### src/rtl/ps2_key_controller_if.sv
// PS/2 key controller bus: raw keyboard pins in, decoded key events and movement levels out.
// The slave side is the controller; the master side drives the pins and consumes the decoded outputs.
interface ps2_key_controller_if;
    logic       PS2_CLK;
    logic       PS2_DAT;
    logic [7:0] KeyCode;
    logic       KeyValid;
    logic       KeyBreak;
    logic       KeyExt;
    logic       FrameErr;
    logic       GoLeft;
    logic       GoRight;

    modport master (
        output PS2_CLK, PS2_DAT,
        input  KeyCode, KeyValid, KeyBreak, KeyExt, FrameErr, GoLeft, GoRight
    );

    modport slave (
        input  PS2_CLK, PS2_DAT,
        output KeyCode, KeyValid, KeyBreak, KeyExt, FrameErr, GoLeft, GoRight
    );
endinterface

### src/rtl/ps2_key_controller.sv
// PS/2 keyboard framer and E0/F0 decoder driving held-key movement levels GoLeft/GoRight.
// Optional feature macro: PS2_PARITY_CHECK_EN (odd parity enforced when defined).
module ps2_key_controller #(
    parameter int          TIMEOUT_CYCLES = 10000,
    parameter logic [7:0]  LEFT_CODE      = 8'h6B,
    parameter logic [7:0]  RIGHT_CODE     = 8'h74
) (
    input  logic                  Clock,
    input  logic                  Resetn,
    ps2_key_controller_if.slave   bus
);

    localparam int         TW         = $clog2(TIMEOUT_CYCLES);
    localparam logic [7:0] EXT_PREFIX = 8'hE0;
    localparam logic [7:0] BRK_PREFIX = 8'hF0;

    typedef enum logic [1:0] {ST_IDLE, ST_DATA, ST_PARITY, ST_STOP} state_t;

    // Sync flops reset high so an idle (high) bus produces no spurious edge.
    logic [1:0] pin_meta_reg, pin_sync_reg;
    logic       clk_sync_d_reg;
    logic       fall, dat_sync;

    always_ff @(posedge Clock or negedge Resetn) begin
        if (!Resetn) begin
            pin_meta_reg   <= 2'b11;
            pin_sync_reg   <= 2'b11;
            clk_sync_d_reg <= 1'b1;
        end else begin
            pin_meta_reg   <= {bus.PS2_DAT, bus.PS2_CLK};
            pin_sync_reg   <= pin_meta_reg;
            clk_sync_d_reg <= pin_sync_reg[0];
        end
    end

    assign fall     = clk_sync_d_reg & ~pin_sync_reg[0];
    assign dat_sync = pin_sync_reg[1];

    state_t         state_reg, state_next;
    logic [2:0]     bit_cnt_reg, bit_cnt_next;
    logic [8:0]     shift_reg;
    logic [TW-1:0]  timer_reg;
    logic           timeout, shift_en, accept, frame_err;
    logic           parity_ok;
    logic [7:0]     rx_byte;

    assign timeout = (timer_reg == TW'(TIMEOUT_CYCLES - 1));
    assign rx_byte = shift_reg[7:0];

`ifdef PS2_PARITY_CHECK_EN
    assign parity_ok = ^shift_reg;
`else
    logic parity_unused;
    assign parity_unused = shift_reg[8];
    assign parity_ok     = 1'b1;
`endif

    always_ff @(posedge Clock or negedge Resetn) begin
        if (!Resetn) begin
            state_reg   <= ST_IDLE;
            bit_cnt_reg <= 3'd0;
            shift_reg   <= 9'd0;
            timer_reg   <= '0;
        end else begin
            state_reg   <= state_next;
            bit_cnt_reg <= bit_cnt_next;
            if (shift_en)
                shift_reg <= {dat_sync, shift_reg[8:1]};
            if (state_reg == ST_IDLE || fall)
                timer_reg <= '0;
            else
                timer_reg <= timer_reg + 1'b1;
        end
    end

    always_comb begin
        state_next   = state_reg;
        bit_cnt_next = bit_cnt_reg;
        shift_en     = 1'b0;
        accept       = 1'b0;
        frame_err    = 1'b0;
        case (state_reg)
            ST_IDLE: begin
                if (fall && !dat_sync) begin
                    state_next   = ST_DATA;
                    bit_cnt_next = 3'd0;
                end
            end
            ST_DATA: begin
                if (fall) begin
                    shift_en     = 1'b1;
                    bit_cnt_next = bit_cnt_reg + 3'd1;
                    if (bit_cnt_reg == 3'd7)
                        state_next = ST_PARITY;
                end
            end
            ST_PARITY: begin
                if (fall) begin
                    shift_en   = 1'b1;
                    state_next = ST_STOP;
                end
            end
            ST_STOP: begin
                if (fall) begin
                    state_next = ST_IDLE;
                    if (dat_sync && parity_ok)
                        accept = 1'b1;
                    else
                        frame_err = 1'b1;
                end
            end
            default: state_next = ST_IDLE;
        endcase
        // A fall on the same cycle restarts the timer, so it wins over the timeout.
        if (state_reg != ST_IDLE && !fall && timeout) begin
            state_next = ST_IDLE;
            frame_err  = 1'b1;
        end
    end

    logic [7:0] key_code_reg;
    logic       key_valid_reg, key_break_reg, key_ext_reg, frame_err_reg;
    logic       ext_pend_reg, brk_pend_reg;
    logic       held_l_reg, held_r_reg, last_left_reg;

    always_ff @(posedge Clock or negedge Resetn) begin
        if (!Resetn) begin
            key_code_reg  <= 8'h00;
            key_valid_reg <= 1'b0;
            key_break_reg <= 1'b0;
            key_ext_reg   <= 1'b0;
            frame_err_reg <= 1'b0;
            ext_pend_reg  <= 1'b0;
            brk_pend_reg  <= 1'b0;
            held_l_reg    <= 1'b0;
            held_r_reg    <= 1'b0;
            last_left_reg <= 1'b0;
        end else begin
            key_valid_reg <= 1'b0;
            frame_err_reg <= frame_err;
            if (frame_err) begin
                ext_pend_reg <= 1'b0;
                brk_pend_reg <= 1'b0;
            end else if (accept) begin
                if (rx_byte == EXT_PREFIX) begin
                    ext_pend_reg <= 1'b1;
                end else if (rx_byte == BRK_PREFIX) begin
                    brk_pend_reg <= 1'b1;
                end else begin
                    key_code_reg  <= rx_byte;
                    key_ext_reg   <= ext_pend_reg;
                    key_break_reg <= brk_pend_reg;
                    key_valid_reg <= 1'b1;
                    ext_pend_reg  <= 1'b0;
                    brk_pend_reg  <= 1'b0;
                    // Only extended arrow codes move the character; typematic makes are idempotent.
                    if (ext_pend_reg && rx_byte == LEFT_CODE) begin
                        held_l_reg <= ~brk_pend_reg;
                        if (!brk_pend_reg)
                            last_left_reg <= 1'b1;
                    end
                    if (ext_pend_reg && rx_byte == RIGHT_CODE) begin
                        held_r_reg <= ~brk_pend_reg;
                        if (!brk_pend_reg)
                            last_left_reg <= 1'b0;
                    end
                end
            end
        end
    end

    assign bus.KeyCode  = key_code_reg;
    assign bus.KeyValid = key_valid_reg;
    assign bus.KeyBreak = key_break_reg;
    assign bus.KeyExt   = key_ext_reg;
    assign bus.FrameErr = frame_err_reg;
    assign bus.GoLeft   = held_l_reg & (~held_r_reg | last_left_reg);
    assign bus.GoRight  = held_r_reg & (~held_l_reg | ~last_left_reg);

endmodule

### src/flat_wrapper.sv
// flat-port wrapper written by rule: the top's interface ports become plain ports
module ps2_key_controller_flat 
#(
    parameter int          TIMEOUT_CYCLES = 10000,
    parameter logic [7:0]  LEFT_CODE      = 8'h6B,
    parameter logic [7:0]  RIGHT_CODE     = 8'h74
)
  (Clock, Resetn, bus_PS2_CLK, bus_PS2_DAT, bus_KeyCode, bus_KeyValid, bus_KeyBreak, bus_KeyExt, bus_FrameErr, bus_GoLeft, bus_GoRight);
  ps2_key_controller_if bus_i ();
  input  logic Clock;
  input  logic Resetn;
  input wire logic [$bits(bus_i.PS2_CLK)-1:0] bus_PS2_CLK;
  input wire logic [$bits(bus_i.PS2_DAT)-1:0] bus_PS2_DAT;
  output wire logic [$bits(bus_i.KeyCode)-1:0] bus_KeyCode;
  output wire logic [$bits(bus_i.KeyValid)-1:0] bus_KeyValid;
  output wire logic [$bits(bus_i.KeyBreak)-1:0] bus_KeyBreak;
  output wire logic [$bits(bus_i.KeyExt)-1:0] bus_KeyExt;
  output wire logic [$bits(bus_i.FrameErr)-1:0] bus_FrameErr;
  output wire logic [$bits(bus_i.GoLeft)-1:0] bus_GoLeft;
  output wire logic [$bits(bus_i.GoRight)-1:0] bus_GoRight;
  assign bus_i.PS2_CLK = bus_PS2_CLK;
  assign bus_i.PS2_DAT = bus_PS2_DAT;
  assign bus_KeyCode = bus_i.KeyCode;
  assign bus_KeyValid = bus_i.KeyValid;
  assign bus_KeyBreak = bus_i.KeyBreak;
  assign bus_KeyExt = bus_i.KeyExt;
  assign bus_FrameErr = bus_i.FrameErr;
  assign bus_GoLeft = bus_i.GoLeft;
  assign bus_GoRight = bus_i.GoRight;
  ps2_key_controller #(.TIMEOUT_CYCLES(TIMEOUT_CYCLES), .LEFT_CODE(LEFT_CODE), .RIGHT_CODE(RIGHT_CODE)) u_core (.Clock(Clock), .Resetn(Resetn), .bus(bus_i));
endmodule
### config.mk
export PLATFORM = sky130hd
export DESIGN_NAME = ps2_key_controller_flat
export DESIGN_NICKNAME = d
export VERILOG_FILES = /design/src/rtl/ps2_key_controller_if.sv /design/src/rtl/ps2_key_controller.sv /design/src/flat_wrapper.sv
export SDC_FILE = /design/constraint.sdc
export NUM_CORES = 1
export LEC_CHECK = 0
export CORE_ASPECT_RATIO = 0.5
export CORE_UTILIZATION = 25
export DETAILED_ROUTE_END_ITERATION = 6
export PLACE_DENSITY_LB_ADDON = 0.05
export RECOVER_POWER = 100
export SLEW_MARGIN = 20
export SYNTH_ARGS = -nofsm -noshare
export SYNTH_HDL_FRONTEND = slang
export SYNTH_SLANG_ARGS = --single-unit
export TNS_END_PERCENT = 1
### constraint.sdc
create_clock -name Clock -period 4.06 [get_ports Clock]
set_clock_uncertainty 0.05 [all_clocks]
set_input_delay 0.609 -clock Clock [delete_from_list [all_inputs] [get_ports Clock]]
set_output_delay 0.609 -clock Clock [all_outputs]
set_load 0.01 [all_outputs]
==> results of run 1 <==
[metal layers]
metal	vias to the layer above	GRT usage	wire, um
li1	667	-	-
met1	682	0.1332	2051
met2	20	0.1645	1810
met3	5	0.03778	169
met4	0	0.03792	52
met5	-	0	0
[per-stage QoR]
| step | hold WS, ns | utilization | power, mW |
|---|---|---|---|
| floorplan | 0.2634 | - | 0.9399 |
| global placement | 0.2969 | 0.3018 | 1.074 |
| detailed placement | 0.2991 | 0.3018 | 1.079 |
| global route | 0.3146 | 0.3162 | 1.595 |
| finish | 0.3065 | 0.3162 | 1.480 |
| CTS | 0.2146 | 0.3220 | 1.549 |
[cell families after synthesis]
group / Yosys count / synth area share
compound gates: 22 / 0.06286
xor+xnor: 11 / 0.04400
fa+ha+maj: 7 / 0.04000
buf+inv: 8 / 0.01714
flops: 50 / 0.5743
mux: 19 / 0.1131
simple gates: 62 / 0.1486
[worst reg2reg max path, cell delays in order (launching register included)]
cell and delay (ns):
dfrtp_1 0.37, inv_1 0.08, ha_1 0.24, nand2b_1 0.43, nor4_1 0.89, o21a_1 0.24, o21ai_0 0.07
[power breakdown]
part	switching [mW]	internal (mW)
Sequential	0.0897	0.603
Clock	0.176	0.279
Combinational	0.172	0.160
Total	0.438	1.04
[worst max path at each step]
stage	startpoint	end	slack (ns)	cells past startpoint
2_1_floorplan	u_core.clk_sync_d_reg$_DFF_PN1_	u_core.bus.KeyCode[0]$_DFFE_PN0P_	2.26	5
3_3_place_gp	u_core.state_reg[0]$_DFFE_PN0P_	u_core.state_reg[0]$_DFFE_PN0P_	1.87	6
3_5_place_dp	u_core.state_reg[0]$_DFFE_PN0P_	u_core.state_reg[0]$_DFFE_PN0P_	1.80	6
4_1_cts	u_core.state_reg[0]$_DFFE_PN0P_	u_core.state_reg[0]$_DFFE_PN0P_	1.78	6
5_1_grt	Resetn	u_core.timer_reg[4]$_DFF_PN0_	0.81	2
6_report	Resetn	u_core.timer_reg[3]$_DFF_PN0_	1.37	2
[final cells by class]
cell class,instances,area [sq um],area share
flip-flops and latches,50,1257,0.4832
multi-input cells,121,852.1,0.3274
repair buffers,18,167.7,0.06442
clock buffers,8,166.4,0.06394
well taps,112,140.1,0.05385
inverters,5,18.77,0.007212
[cells in the final DEF (no fill, tap or decap), drive strengths merged, types with 5 or more instances in the layout]
cell type / instances
clkbuf: 10
xor2: 7
a21oi: 6
nand2: 10
nand3: 6
o21ai: 7
inv: 5
dlygate4sd3: 16
ha: 7
dfstp: 5
mux2: 19
dfrtp: 45
nor2: 22
==> reports/metrics.cfg, run 1 <==
[outcome]
outcome = finished with violations
violations = capacitance limit, slew limit

[setup_path]
critical_path.cell_chain = clkbuf_1 > clkbuf_1
ff2ff_setup_slack_ns = 1.56
critical-path-top-delay-family = buffers and inverters
max_stage_delay_ns = 1.34
path_buf_inv = 2
kind_of_capture_point_of_the_worst_setup_path = asynchronous set/reset pin
critical_path.max_fanout = 32
cp_common_cell = clkbuf_1
cp-start-kind = input pin
timing.critical_path.required_ns = 4.08
critPathSlowestCell = clkbuf_1
launch_instance_of_the_worst_register_to_register_path = u_core.state_reg[0]$_DFFE_PN0P_
worstReg2RegEnd = u_core.state_reg[0]$_DFFE_PN0P_
timing.setup.critical_path_class = input pin to asynchronous set/reset pin
rr_worst_depth = 6
crit_arrival_ns = 2.71

[synth]
synth_top_area_share = 0.5143
synth_cell_type_count = 37
synth_top_flop_cell = dfrtp_1
syn-num-nets = 190
most_numerous_cell_types_in_the_synthesized_netlist = dfrtp_1, nor2_1, mux2_2, nand2_1, mux2_4
synthDominantAreaCellType = dfrtp_1
synth-warning-count = 0
synth.most_common_cell = dfrtp_1
ys_top_cells_by_area = dfrtp_1, mux2_4, dfstp_2
postSynth.asyncResetShare = 1.000
synth.ff_latch_count = 50
synth.yosys.seq_area_share = 0.5743
synth_edf_count = 0
synth.avg_cell_area_sq_um = 12.23
postSynthCellCount = 179
synth_area_sq_um = 2190

[finish]
area.growth.synth_to_final_pct = 18.86
antennaDiodeCount = 0
final_cell_area_sq_um = 2603
final_cells = 314
largest_register_ff_count = 14
final_nets = 212
layout.filler_cells = 860
drive_gt1_frac = 0.1089

[floorplan]
start_util = 0.2660
core.rowCount = 23
die_x_um = 134.4
floorplan.io_pins = 18
dieHeight_um = 68.18
design.die.area_sq_um = 9159
placeableCoreArea_sq_um = 8230

[clocking]
cts_root_buf = clkbuf_16
cts.repair_timing.setup_buffer_count = 0
worst_setup_hold_path_clk_slew_ns = 0.06
cts_tree = yes
max-clock-path-buffers = 2
postCtsHoldBufs = 0
clock_sink_count = 50
cts_htree_levels = 2
post_cts_resized = 0
clock_insertion_delay_worst_skew_ns = 0.29
cts_made_buffers = 5

[detailed_routing]
dr_total_vias = 1374
detailedRoute.firstIterationViolations = 58
wl_per_cell_um = 13.01
drt_pass_1_iters = 4
routed_wirelength_mm = 4.084
drt-vias-per-instance = 4.376
antenna_violating_nets_post_route = 0
drcViolationCount = 0

[worst_hold_path]
hold_path_end = u_core.pin_sync_reg[1]$_DFF_PN1_
hp-start = u_core.pin_meta_reg[1]$_DFF_PN1_
min-delay-path-class = flop to flop
worstHoldPathCells = 0

[placed_design]
hpwlAfterDp_mm = 2.790
final_wtd_congestion = 0.7195
numPlacedInstances = 306
place_worst_setup_slack_ns = 1.798
numPortBuffers = 17
standard_cell_area_after_detailed_placement_sq_um = 2484

[global_route]
overflow_left_after_global_routing = 0
grt_pass1_wl_mm = 7.127
gr-usage-all-layers = 0.1043
number_of_global_route_vias_before_repair = 1399
grt_antenna_before_repair = 0
largest_net_degree_at_the_start_of_global_routing = 33

[pwr]
power_per_standard_cell_area_nw_per_um2 = 568.9
ir_drop_worst_vdd_mv = 0.1730
total_leakage_power_nw = 1.211

[sta]
setup_total_negative_slack_ns = 0
finalHoldViolCount = 0
max_fclk_ghz = 0.3716
tightest_slew_ns = 1.756
worst_slew_margin_rel = -0.1705
timing.final.setup_violations = 0
period_share = 0.6628
report.final.slew_viol_count = 33
setup_repair_after_global_routing_missed_its_margin = false
setup_ws_ns = 1.369
layout_min_cycle_time_ns = 2.691

[job]
cap_violations = 1

(Power assumes the default switching activity.)
==> inputs of run 2 (changes only) <==
Clock period 4.06 ns to 2.7 ns, I/O delays scaled along.
==> reports/metrics.cfg, run 2 (synthesis results as in run 1) <==
[placed_design]
numPlacedInstances = 307
hpwlAfterDp_mm = 2.676
numPortBuffers = 17
place_worst_setup_slack_ns = 0.7961
standard_cell_area_after_detailed_placement_sq_um = 2491
final_wtd_congestion = 0.6700

[detailed_routing]
drt_pass_1_iters = 4
dr_total_vias = 1366
antenna_violating_nets_post_route = 0
drt-vias-per-instance = 4.337
drcViolationCount = 0
routed_wirelength_mm = 3.939
wl_per_cell_um = 12.50
detailedRoute.firstIterationViolations = 47

[finish]
largest_register_ff_count = 14
most_frequent_cells_in_the_layout = dfrtp_1, nor2_1, dlygate4sd3_1, nand2_1, mux2_2
drive_gt1_frac = 0.1133
final_nets = 213
area.growth.synth_to_final_pct = 18.29
final_cells = 315
antennaDiodeCount = 0
final_cell_area_sq_um = 2590
mostFrequentLayoutCell = dfrtp_1

[global_route]
number_of_global_route_vias_before_repair = 1423
overflow_left_after_global_routing = 0
largest_net_degree_at_the_start_of_global_routing = 51
grt_pass1_wl_mm = 6.906
gr-usage-all-layers = 0.1023
grt_antenna_before_repair = 0

[sta]
setup_ws_ns = 0.5389
setup_repair_after_global_routing_missed_its_margin = false
tightest_slew_ns = 1.235
layout_min_cycle_time_ns = 2.161
timing.final.setup_violations = 0
max_fclk_ghz = 0.4627
setup_total_negative_slack_ns = 0
worst_slew_margin_rel = 0.1766
finalHoldViolCount = 0
report.final.slew_viol_count = 0
period_share = 0.8004

[outcome]
outcome = finished clean

[floorplan]
die_x_um = 134.4
design.die.area_sq_um = 9159
core.rowCount = 23
start_util = 0.2660
dieHeight_um = 68.18
placeableCoreArea_sq_um = 8230
floorplan.io_pins = 18

[setup_path]
crit_arrival_ns = 2.27
critical_path.max_fanout = 5
cp-start-kind = flop
rr_worst_depth = 4
timing.critical_path.required_ns = 2.81
timing.setup.critical_path_class = flop to flop
kind_of_capture_point_of_the_worst_setup_path = flop

[clocking]
max-clock-path-buffers = 2
clock_insertion_delay_worst_skew_ns = 0.29
cts.repair_timing.setup_buffer_count = 0
cts_root_buf = clkbuf_16
cts_tree = yes
worst_setup_hold_path_clk_slew_ns = 0.06
cts_htree_levels = 2
clock_sink_count = 50
post_cts_resized = 0
cts_made_buffers = 5
postCtsHoldBufs = 0

[pwr]
total_leakage_power_nw = 1.209
ir_drop_worst_vdd_mv = 0.2670
power_per_standard_cell_area_nw_per_um2 = 839.2
fin_total_pwr_mw = 2.173

[worst_hold_path]
min-delay-path-class = flop to flop
worstHoldPathCells = 0

[job]
cap_violations = 0

[run 2: area by class of cell]
| type | instances | area, sq um |
|---|---|---|
| Fill cell | 848 | 5640 |
| Sequential cell | 50 | 1257 |
| Multi-Input combinational cell | 121 | 852.1 |
| Timing Repair Buffer | 19 | 173.9 |
| Clock buffer | 7 | 142.6 |
| Tap cell | 112 | 140.1 |
| Inverter | 5 | 18.77 |
| Clock inverter | 1 | 5.005 |
[run 2: critical path, cell delays in order, from the launching register on]
cell     delay, ns
dfrtp_1       0.42
or4b_1        0.53
nor4_1        0.72
o21a_1        0.24
o21ai_0       0.07
[run 2: power by group]
group | internal [mW] | leakage (nW) | total, mW | switching [mW]
sequential | 0.908 | 0.658 | 1.04 | 0.133
combinational | 0.245 | 0.477 | 0.508 | 0.262
clock | 0.367 | 0.0739 | 0.625 | 0.258
[run 2: path summary, 6_finish.rpt]
check	end	slack, ns	startpoint
min in group asynchronous	u_core.bus.KeyCode[4]$_DFFE_PN0P_	0.40	Resetn
max	u_core.state_reg[0]$_DFFE_PN0P_	0.54	u_core.timer_reg[5]$_DFF_PN0_
max reg2reg	u_core.state_reg[0]$_DFFE_PN0P_	0.54	u_core.timer_reg[5]$_DFF_PN0_
min	u_core.pin_sync_reg[1]$_DFF_PN1_	0.30	u_core.pin_meta_reg[1]$_DFF_PN1_
min reg2reg	u_core.pin_sync_reg[1]$_DFF_PN1_	0.30	u_core.pin_meta_reg[1]$_DFF_PN1_
max in group asynchronous	u_core.timer_reg[11]$_DFF_PN0_	1.44	Resetn
[run 2: per-stage QoR]
stage / hold WS, ns / utilization
finish: 0.3042 / 0.3147
global placement: 0.2968 / 0.3027
detailed placement: 0.2970 / 0.3027
floorplan: 0.05941 / -
CTS: 0.2110 / 0.3206
global route: 0.3141 / 0.3147
[run 2: layer usage]
metal	global-route usage	share of wire	vias up
li1	-	-	674
met1	0.1259	0.48	664
met4	0.04213	0.015	0
met5	0	0	-
met2	0.1652	0.46	23
met3	0.03778	0.044	5
